**src/rtl/adc_filt_pkg.sv**
```systemverilog
// adc_filt_pkg: shared widths and constants for the ADC sample filter
package adc_filt_pkg;
    localparam int ADC_BITS = 8;
    localparam int VOLT_BITS = 9;
    localparam int VREF_CV_DEFAULT = 330;
    function automatic int sum_width(input int depth_log2);
        return depth_log2 + ADC_BITS;
    endfunction
endpackage

```
**src/rtl/adc_sample_filter_if.sv**
```systemverilog
// adc_sample_filter_if: sample strobe in, filtered results out
interface adc_sample_filter_if;
    import adc_filt_pkg::*;
    logic sample_valid;
    logic [ADC_BITS-1:0] sample;
    logic clear;
    logic [ADC_BITS-1:0] avg;
    logic [VOLT_BITS-1:0] volt_cv;
    logic avg_valid;
    logic [ADC_BITS-1:0] min_s;
    logic [ADC_BITS-1:0] max_s;
    logic filled;
    modport master(output sample_valid, sample, clear, input avg, volt_cv, avg_valid, min_s, max_s, filled);
    modport slave(input sample_valid, sample, clear, output avg, volt_cv, avg_valid, min_s, max_s, filled);
endinterface

```
**src/rtl/adc_sample_ring.sv**
```systemverilog
// adc_sample_ring: 2^DEPTH_LOG2 byte ring; the slot about to be overwritten is readable combinationally
module adc_sample_ring import adc_filt_pkg::*; #(
    parameter int DEPTH_LOG2 = 3
) (
    input  logic                clk,
    input  logic                rst_n,
    input  logic                clear,
    input  logic                we,
    input  logic [ADC_BITS-1:0] wdata,
    output logic [ADC_BITS-1:0] rdata
);
    logic [ADC_BITS-1:0] mem [0:(1<<DEPTH_LOG2)-1];
    logic [DEPTH_LOG2-1:0] wr_ptr;
    assign rdata = mem[wr_ptr];
    always_ff @(posedge clk) begin
        if (!rst_n || clear) wr_ptr <= '0;
        else if (we) wr_ptr <= wr_ptr + 1'b1;
    end
    always_ff @(posedge clk) begin
        if (we) mem[wr_ptr] <= wdata;
    end
endmodule

```
**src/rtl/adc_sample_filter.sv**
```systemverilog
// adc_sample_filter: 2^K moving average with centivolt scaling and running min/max
module adc_sample_filter import adc_filt_pkg::*; #(
    parameter int DEPTH_LOG2 = 3,
    parameter int VREF_CV = VREF_CV_DEFAULT
) (
    input logic clk,
    input logic rst_n,
    adc_sample_filter_if.slave bus
);
    localparam int DEPTH = 1 << DEPTH_LOG2;
    localparam int SW = sum_width(DEPTH_LOG2);
    localparam int CW = DEPTH_LOG2 + 1;
    logic [CW-1:0] cnt;
    logic [SW-1:0] sum;
    logic [SW-1:0] old;
    logic [ADC_BITS-1:0] rdata;
    logic [ADC_BITS-1:0] avg_next;
    logic [VOLT_BITS-1:0] volt_next;
    logic take;
    logic full;
    logic s1;
    assign take = bus.sample_valid && !bus.clear;
    assign full = cnt == CW'(DEPTH);
    // stale ring bytes are masked until the window has been filled once
    assign old = full ? SW'(rdata) : '0;
    assign avg_next = sum[SW-1:DEPTH_LOG2];
    assign volt_next = VOLT_BITS'((17'(avg_next) * 17'(VREF_CV)) >> 8);
    adc_sample_ring #(.DEPTH_LOG2(DEPTH_LOG2)) u_ring (
        .clk(clk),
        .rst_n(rst_n),
        .clear(bus.clear),
        .we(take && rst_n),
        .wdata(bus.sample),
        .rdata(rdata)
    );
    always_ff @(posedge clk) begin
        if (!rst_n || bus.clear) begin
            cnt <= '0;
            sum <= '0;
            s1 <= 1'b0;
            bus.min_s <= '1;
            bus.max_s <= '0;
            bus.filled <= 1'b0;
            bus.avg_valid <= 1'b0;
        end else begin
            s1 <= take;
            bus.avg_valid <= s1 && full;
            if (s1 && full) begin
                bus.avg <= avg_next;
                bus.volt_cv <= volt_next;
            end
            if (take) begin
                sum <= sum + SW'(bus.sample) - old;
                cnt <= full ? cnt : cnt + 1'b1;
                bus.filled <= cnt >= CW'(DEPTH - 1);
                if (bus.sample < bus.min_s) bus.min_s <= bus.sample;
                if (bus.sample > bus.max_s) bus.max_s <= bus.sample;
            end
        end
        if (!rst_n) begin
            bus.avg <= '0;
            bus.volt_cv <= '0;
        end
    end
endmodule

```
**src/flat_wrapper.sv**
```systemverilog
// flat-port wrapper written by rule: the top's interface ports become plain ports
module adc_sample_filter_flat import adc_filt_pkg::*;
#(
    parameter int DEPTH_LOG2 = 3,
    parameter int VREF_CV = VREF_CV_DEFAULT
)
  (clk, rst_n, bus_sample_valid, bus_sample, bus_clear, bus_avg, bus_volt_cv, bus_avg_valid, bus_min_s, bus_max_s, bus_filled);
  adc_sample_filter_if bus_i ();
  input logic clk;
  input logic rst_n;
  input wire logic [$bits(bus_i.sample_valid)-1:0] bus_sample_valid;
  input wire logic [$bits(bus_i.sample)-1:0] bus_sample;
  input wire logic [$bits(bus_i.clear)-1:0] bus_clear;
  output wire logic [$bits(bus_i.avg)-1:0] bus_avg;
  output wire logic [$bits(bus_i.volt_cv)-1:0] bus_volt_cv;
  output wire logic [$bits(bus_i.avg_valid)-1:0] bus_avg_valid;
  output wire logic [$bits(bus_i.min_s)-1:0] bus_min_s;
  output wire logic [$bits(bus_i.max_s)-1:0] bus_max_s;
  output wire logic [$bits(bus_i.filled)-1:0] bus_filled;
  assign bus_i.sample_valid = bus_sample_valid;
  assign bus_i.sample = bus_sample;
  assign bus_i.clear = bus_clear;
  assign bus_avg = bus_i.avg;
  assign bus_volt_cv = bus_i.volt_cv;
  assign bus_avg_valid = bus_i.avg_valid;
  assign bus_min_s = bus_i.min_s;
  assign bus_max_s = bus_i.max_s;
  assign bus_filled = bus_i.filled;
  adc_sample_filter #(.DEPTH_LOG2(DEPTH_LOG2), .VREF_CV(VREF_CV)) u_core (.clk(clk), .rst_n(rst_n), .bus(bus_i));
endmodule
```
**config.mk**
```make
export PLATFORM = sky130hd
export DESIGN_NAME = adc_sample_filter_flat
export DESIGN_NICKNAME = d
export VERILOG_FILES = /design/src/rtl/adc_filt_pkg.sv /design/src/rtl/adc_sample_filter_if.sv /design/src/rtl/adc_sample_ring.sv /design/src/rtl/adc_sample_filter.sv /design/src/flat_wrapper.sv
export SDC_FILE = /design/constraint.sdc
export NUM_CORES = 1
export LEC_CHECK = 0
export BUFFER_PORTS_ARGS = -buffer_cell sky130_fd_sc_hd__buf_2
export CORE_ASPECT_RATIO = 0.7
export CORE_MARGIN = 4
export CORE_UTILIZATION = 60
export CTS_CLUSTER_SIZE = 12
export DETAILED_ROUTE_END_ITERATION = 7
export PLACE_DENSITY = 0.89
export SLEW_MARGIN = 20
export SYNTH_ARGS = -nofsm -noshare
export SYNTH_HDL_FRONTEND = slang
export SYNTH_HIERARCHICAL = 1
export SYNTH_SLANG_ARGS = --single-unit
```
**constraint.sdc**
```tcl
create_clock -name clk -period 4.1 [get_ports clk]
set_input_delay 0.41 -clock clk [delete_from_list [all_inputs] [get_ports clk]]
set_output_delay 0.41 -clock clk [all_outputs]
set_load 0.01 [all_outputs]
```
==> results of run 1 <==
[cell usage in the layout, fill, tap and decap left out, types with 3 or more instances in the layout]
cell type,netlist,final
sky130_fd_sc_hd__a21o_1,6,6
sky130_fd_sc_hd__a21oi_1,27,27
sky130_fd_sc_hd__a31oi_1,4,4
sky130_fd_sc_hd__and2_1,10,10
sky130_fd_sc_hd__buf_2,3,46
sky130_fd_sc_hd__buf_4,1,10
sky130_fd_sc_hd__clkbuf_1,9,3
sky130_fd_sc_hd__clkbuf_16,0,17
sky130_fd_sc_hd__clkinv_2,0,5
sky130_fd_sc_hd__dfxtp_1,57,56
sky130_fd_sc_hd__edfxtp_1,64,64
sky130_fd_sc_hd__fa_1,13,13
sky130_fd_sc_hd__ha_1,70,70
sky130_fd_sc_hd__inv_1,65,65
sky130_fd_sc_hd__mux2_2,8,8
sky130_fd_sc_hd__mux2i_1,6,6
sky130_fd_sc_hd__mux4_1,15,15
sky130_fd_sc_hd__nand2_1,9,9
sky130_fd_sc_hd__nand2b_1,10,10
sky130_fd_sc_hd__nand3_1,48,48
sky130_fd_sc_hd__nand3b_1,3,3
sky130_fd_sc_hd__nand4_1,4,4
sky130_fd_sc_hd__nor2_1,26,26
sky130_fd_sc_hd__nor2b_1,4,4
sky130_fd_sc_hd__nor3_1,9,9
sky130_fd_sc_hd__nor3b_1,3,3
sky130_fd_sc_hd__o21a_1,5,5
sky130_fd_sc_hd__o21ai_0,40,39
sky130_fd_sc_hd__o21ai_1,2,3
sky130_fd_sc_hd__xnor2_1,10,10
sky130_fd_sc_hd__xor2_1,6,6
[repair_timing]
item                                    4_1_cts  5_1_grt
pin swaps                                     0        0
endpoints found under the setup margin        1        1
gates resized for setup                       1        2
[flip-flops by register name (all words and copies together), names as in the netlist, named ones only]
| name | count |
|---|---|
| u_core/bus.avg_valid | 1 |
| u_core/bus.min_s | 8 |
| u_core/s1 | 1 |
| u_core/u_ring/wr_ptr | 3 |
| u_core/u_ring/mem | 64 |
| u_core/bus.volt_cv | 9 |
| u_core/bus.max_s | 8 |
| u_core/bus.filled | 1 |
| u_core/sum | 11 |
| u_core/cnt | 4 |
| u_core/bus.avg | 8 |
[where the power goes]
part	switching [uW]	internal (uW)
Sequential	24.1	1290
Combinational	268	181
Clock	536	890
Total	828	2370
[worst paths after layout]
| kind | endpoint | slack [ns] | depth (start not counted) |
|---|---|---|---|
| worst min-delay path | u_core/u_ring/mem[0][7] | 0.38 | 1 |
| worst max register to register | u_core/sum[7] | 0.18 | 12 |
| worst min register to register | u_core/bus.avg[7] | 0.46 | 2 |
| worst max-delay path | u_core/sum[7] | 0.18 | 12 |
[kinds of logic after synthesis]
kind of cell               count (synthesis)  share of synthesized area
buffers and inverters                     83                    0.05204
and+or+nand+nor                          137                     0.1090
adders and majority gates                 83                     0.1725
xor gates and xnor gates                  16                    0.02127
DFF                                      121                     0.4650
muxes                                     30                    0.08604
AOI/OAI and AO/OA                        101                    0.09421
[critical path: stages, from the launching register on]
cell and delay [ns]:
sky130_fd_sc_hd__dfxtp_2 0.50, sky130_fd_sc_hd__mux4_1 0.62, sky130_fd_sc_hd__mux2_2 0.29, sky130_fd_sc_hd__and2_1 0.16, sky130_fd_sc_hd__fa_1 0.51, sky130_fd_sc_hd__inv_1 0.05, sky130_fd_sc_hd__ha_1 0.36, sky130_fd_sc_hd__and3_1 0.20
sky130_fd_sc_hd__a2111oi_4 0.46, sky130_fd_sc_hd__o21bai_1 0.15, sky130_fd_sc_hd__a21oi_1 0.20, sky130_fd_sc_hd__xor2_1 0.16, sky130_fd_sc_hd__o21ai_0 0.11
[per-stage QoR]
| stage | instances | setup WS, ns | util |
|---|---|---|---|
| after floorplan | 571 | 0.5807 | - |
| after global placement | 758 | 0.3487 | 0.6643 |
| after detailed placement | 758 | 0.1512 | 0.6643 |
| after CTS | 790 | 0.1632 | 0.7180 |
| after global routing | 790 | 0.01873 | 0.7185 |
| final | 790 | 0.1760 | 0.7185 |
[area by class of cell]
| cell class | count | share of cell area |
|---|---|---|
| multi-input combinational | 367 | 0.4220 |
| sequential | 121 | 0.4057 |
| clock buffer | 20 | 0.05782 |
| timing repair buffer | 56 | 0.04042 |
| inverter | 66 | 0.03280 |
| tap | 148 | 0.02452 |
| clock inverter | 12 | 0.01673 |
[routing by layer]
layer | global-route usage | vias up | share of wire
met4 | 0.1062 | 0 | 0.031
met3 | 0.06382 | 65 | 0.087
met5 | 0 | - | 0
met2 | 0.4527 | 279 | 0.48
met1 | 0.3347 | 2344 | 0.41
li1 | - | 2201 | -
==> impl_metrics.py, run 1 <==
metrics = {
    "place": {
        "postPlaceCellArea_um2": 6983,
        "buffer_ports.inserted": 46,
        "globalplace.congestion": 0.8528,
        "post-dp-hpwl_um": 11020,
    },
    "job": {
        "maxCapViolations": 0,
    },
    "cts": {
        "cts_post_setup_buffers_inserted": 0,
        "total_of_hold_buffers_inserted_after_clock_tree_synthesis": 0,
        "cts.sinks": 121,
        "clockBufferDepth": 2,
        "cts.clk_slew.worst_paths_ns": 0.05,
        "clk_latency_ns": 0.42,
        "numCtsBuffers": 17,
        "htree_depth": 4,
        "tritoncts": "yes",
        "cts_root_buffer_type": "sky130_fd_sc_hd__clkbuf_16",
    },
    "layout": {
        "multi_input_comb_area_um2": 3187,
        "areaGrowthSynthToFinish_pct": 14.64,
        "fillerInstances": 660,
        "ff_latch_area_um2": 3064,
        "drive_above_1_share": 0.1604,
        "fin_nets": 724,
        "layout.cell_area.non_filler_um2": 7552,
        "antennaDiodeCount": 0,
    },
    "synth": {
        "synthesis.area_um2": 6588,
        "synth-main-ff-cell": "sky130_fd_sc_hd__edfxtp_1",
        "netlist.area_leader.share": 0.2917,
        "synth_seq_area_share": 0.4650,
        "synth_area_leaders": "sky130_fd_sc_hd__edfxtp_1, sky130_fd_sc_hd__dfxtp_1, sky130_fd_sc_hd__ha_1",
        "ys_seq_elements": 121,
        "avgSynthCellArea_um2": 11.54,
        "yosys.cell_count.top_type": "sky130_fd_sc_hd__ha_1",
        "synth-warning-count": 6,
        "synth_async_sr_flop_share": 0,
        "postSynthNetCount": 666,
        "synth_cells": 571,
        "synth_edf_count": 64,
        "post_synth_num_cell_types": 55,
        "synth_area_leader_cell": "sky130_fd_sc_hd__edfxtp_1",
        "synth.top_cells.by_count": "sky130_fd_sc_hd__ha_1, sky130_fd_sc_hd__inv_1, sky130_fd_sc_hd__edfxtp_1, sky130_fd_sc_hd__dfxtp_1, sky130_fd_sc_hd__nand3_1",
    },
    "route": {
        "drcViolationCount": 0,
        "drt-vias-per-instance": 6.189,
        "wire_per_inst_um": 20.36,
        "routed_wl_um": 16090,
        "detailroute.via_count": 4889,
        "drtAntennaViolNets": 0,
        "drt_pass1_iterations": 6,
        "detailedRoute.firstIterationViolations": 550,
    },
    "timing": {
        "max_slew.worst_pin.slew_ns": 0.9838,
        "finClkSkew_ns": 0.008971,
        "maxClockFrequency_mhz": 254.8,
        "timing.setup.tns_ns": 0,
        "grt_setup_unrepaired": "false",
        "fin_worst_hold_slack_ns": 0.3786,
        "slew_limit_headroom": 0.3417,
        "timing.final.crit_period_ns": 3.924,
        "final-max-slew-violation-count": 0,
        "fin_crit_sh": 0.9571,
        "hold_viol": 0,
        "finalSetupViolCount": 0,
    },
    "floorplan": {
        "core_area_um2": 10510,
        "start_util": 0.6267,
        "io-pin-count": 47,
        "num_rows": 31,
        "full_die_area_um2": 12750,
        "chipWidth_um": 133.2,
        "die_h_um": 95.67,
    },
    "pwr": {
        "ir_worst_vdd_mv": 0.3645,
        "finalPower_uw": 3193,
        "power_density_nw_per_um2": 422.8,
        "power_leakage_uw": 0.003286,
    },
    "hold_path": {
        "hold_path_startpoint": "bus_sample[7]",
        "worst_hold_path_type": "input pin to flop",
    },
    "setup_path": {
        "startpoint_kind_of_the_worst_setup_timing_path": "flop",
        "timing.setup.critical_path_class": "flop to flop",
        "timing.critical_path.to_type": "flop",
        "timing.critical_path.required_ns": 4.38,
        "worst_ep_arrival_time_ns": 4.21,
        "crit_path_max_fanout": 10,
    },
    "run_status": {
        "status": "finished, final reports clean",
    },
    "grt": {
        "wire_length_of_the_first_global_routing_pass_um": 25560,
        "number_of_global_route_vias_before_repair": 4978,
        "antenna_violations_before_repair": 0,
        "grt_overflow_total": 0,
        "grtUsageTotal": 0.2667,
        "grt_start_max_net_pins": 23,
    },
}
(Power assumes the default switching activity.)
==> run 2, diff against run 1 <==
Settings changed: CORE_UTILIZATION 60 to 30, PLACE_DENSITY 0.89 to 0.55.
==> impl_metrics.py, run 2 (same netlist as run 1, synthesis figures left out) <==
metrics = {
    "layout": {
        "areaGrowthSynthToFinish_pct": 17.91,
        "antennaDiodeCount": 0,
        "fillerInstances": 2169,
        "final_common_cell": "sky130_fd_sc_hd__ha_1",
        "fin_nets": 728,
        "fin_cells": 928,
        "ff_latch_area_um2": 3063,
        "layout.cell_area.non_filler_um2": 7767,
        "top_register": "u_core/u_ring/mem",
        "number_of_flip_flops_under_the_largest_register_name": 64,
        "largest_registers": "u_core/u_ring/mem (64), u_core/sum (11), u_core/bus.volt_cv (9)",
        "multi_input_comb_area_um2": 3182,
        "drive_above_1_share": 0.1579,
        "most_frequent_cells_in_the_layout": "sky130_fd_sc_hd__ha_1, sky130_fd_sc_hd__inv_1, sky130_fd_sc_hd__edfxtp_1",
    },
    "cts": {
        "post_cts_resized": 0,
        "total_of_hold_buffers_inserted_after_clock_tree_synthesis": 0,
        "tritoncts": "yes",
        "htree_depth": 4,
        "cts_post_setup_buffers_inserted": 0,
        "cts_root_buffer_type": "sky130_fd_sc_hd__clkbuf_16",
        "numCtsBuffers": 17,
        "cts.clk_slew.worst_paths_ns": 0.05,
        "clockBufferDepth": 2,
        "clk_latency_ns": 0.42,
        "cts.sinks": 121,
    },
    "floorplan": {
        "start_util": 0.3047,
        "die_h_um": 132.0,
        "core_area_um2": 21620,
        "full_die_area_um2": 24430,
        "chipWidth_um": 185.1,
        "num_rows": 45,
        "io-pin-count": 47,
    },
    "route": {
        "drt_pass1_iterations": 4,
        "detailedRoute.firstIterationViolations": 192,
        "drtAntennaViolNets": 0,
        "detailroute.via_count": 4542,
        "wire_per_inst_um": 16.29,
        "routed_wl_um": 15110,
        "drcViolationCount": 0,
        "drt-vias-per-instance": 4.894,
    },
    "timing": {
        "hold_viol": 0,
        "timing.setup.tns_ns": 0,
        "timing.final.crit_period_ns": 3.836,
        "fin_worst_hold_slack_ns": 0.3276,
        "fin_crit_sh": 0.9356,
        "finalSetupViolCount": 0,
        "final-max-slew-violation-count": 0,
        "finClkSkew_ns": 0.009764,
        "max_slew.worst_pin.slew_ns": 0.9257,
        "slew_limit_headroom": 0.3806,
        "maxClockFrequency_mhz": 260.7,
        "grt_setup_unrepaired": "false",
        "min_setup_slack_post_route_ns": 0.2642,
    },
    "place": {
        "post-dp-hpwl_um": 11220,
        "buffer_ports.inserted": 46,
        "globalplace.congestion": 0.8119,
        "number_of_placed_instances_taps_included": 896,
        "dpl_worst_slack_ns": 0.2612,
        "postPlaceCellArea_um2": 7181,
    },
    "grt": {
        "wire_length_of_the_first_global_routing_pass_um": 24460,
        "antenna_violations_before_repair": 0,
        "grt_overflow_total": 0,
        "grtUsageTotal": 0.1295,
        "number_of_global_route_vias_before_repair": 4583,
        "grt_start_max_net_pins": 37,
    },
    "setup_path": {
        "timing.critical_path.to_type": "flop",
        "crit_path_max_fanout": 10,
        "rr_worst_depth": 13,
        "worst_ep_arrival_time_ns": 4.13,
        "timing.critical_path.required_ns": 4.40,
        "timing.setup.critical_path_class": "flop to flop",
        "reg2reg_slack_ns": 0.26,
        "regToRegEndpoint": "u_core/sum[10]",
        "startpoint_kind_of_the_worst_setup_timing_path": "flop",
    },
    "hold_path": {
        "hold-path-endpoint": "u_core/u_ring/mem[4][1]",
        "worst_hold_path_type": "input pin to flop",
        "hold_path_startpoint": "bus_sample[1]",
        "holdPathStages": 1,
    },
    "pwr": {
        "ir_worst_vdd_mv": 0.2184,
        "power_density_nw_per_um2": 414.9,
        "power_leakage_uw": 0.003305,
    },
    "run_status": {
        "status": "finished, final reports clean",
    },
    "job": {
        "maxCapViolations": 0,
    },
}
## run 2: worst max-delay path by stage
stage / start / to / slack (ns)
6_report: flop / u_core/sum[10] / 0.26
5_1_grt: flop / u_core/sum[10] / 0.04
3_5_place_dp: flop / u_core/sum[7] / 0.26
2_1_floorplan: flop / u_core/sum[7] / 0.58
4_1_cts: flop / u_core/sum[7] / 0.25
3_3_place_gp: flop / u_core/sum[10] / 0.28
## run 2: per-layer routing
metal / global-route usage / vias to the layer above / routed length, um
met5: 0 / - / 0
met4: 0.04727 / 0 / 251
met3: 0.03006 / 17 / 447
met2: 0.1930 / 79 / 6827
met1: 0.1841 / 2237 / 7587
li1: - / 2209 / -
## run 2: power breakdown
part	switching (uW)	internal [uW]
Sequential	23.2	1290
Combinational	247	176
Clock	534	948
Total	805	2420
## run 2: final cells by class
| type | count | share of cell area |
|---|---|---|
| well taps | 282 | 0.04543 |
| clock buffers | 19 | 0.05573 |
| flip-flops and latches | 121 | 0.3943 |
| repair buffers | 60 | 0.04317 |
| multi-input cells | 367 | 0.4096 |
| inverters | 66 | 0.03189 |
| clock inverters | 13 | 0.01981 |
## run 2: metrics by stage
| stage | total power, uW | utilization |
|---|---|---|
| 3_5_place_dp | 1767 | 0.3321 |
| 5_1_grt | 3385 | 0.3593 |
| 6_report | 3222 | 0.3593 |
| 4_1_cts | 3266 | 0.3593 |
| 3_3_place_gp | 1754 | 0.3321 |
| 2_1_floorplan | 1645 | - |
## run 2: worst max-delay path, cell delays in order, from the launching register on
cell and delay (ns):
sky130_fd_sc_hd__dfxtp_1 0.63, sky130_fd_sc_hd__buf_4 0.27, sky130_fd_sc_hd__mux4_1 0.55, sky130_fd_sc_hd__mux2_2 0.26, sky130_fd_sc_hd__and2_1 0.15, sky130_fd_sc_hd__fa_1 0.47
sky130_fd_sc_hd__inv_1 0.04, sky130_fd_sc_hd__ha_1 0.36, sky130_fd_sc_hd__a21o_1 0.20, sky130_fd_sc_hd__a21oi_1 0.19, sky130_fd_sc_hd__nand4_1 0.13, sky130_fd_sc_hd__and4_1 0.23
sky130_fd_sc_hd__o21ai_0 0.16, sky130_fd_sc_hd__o31ai_1 0.09
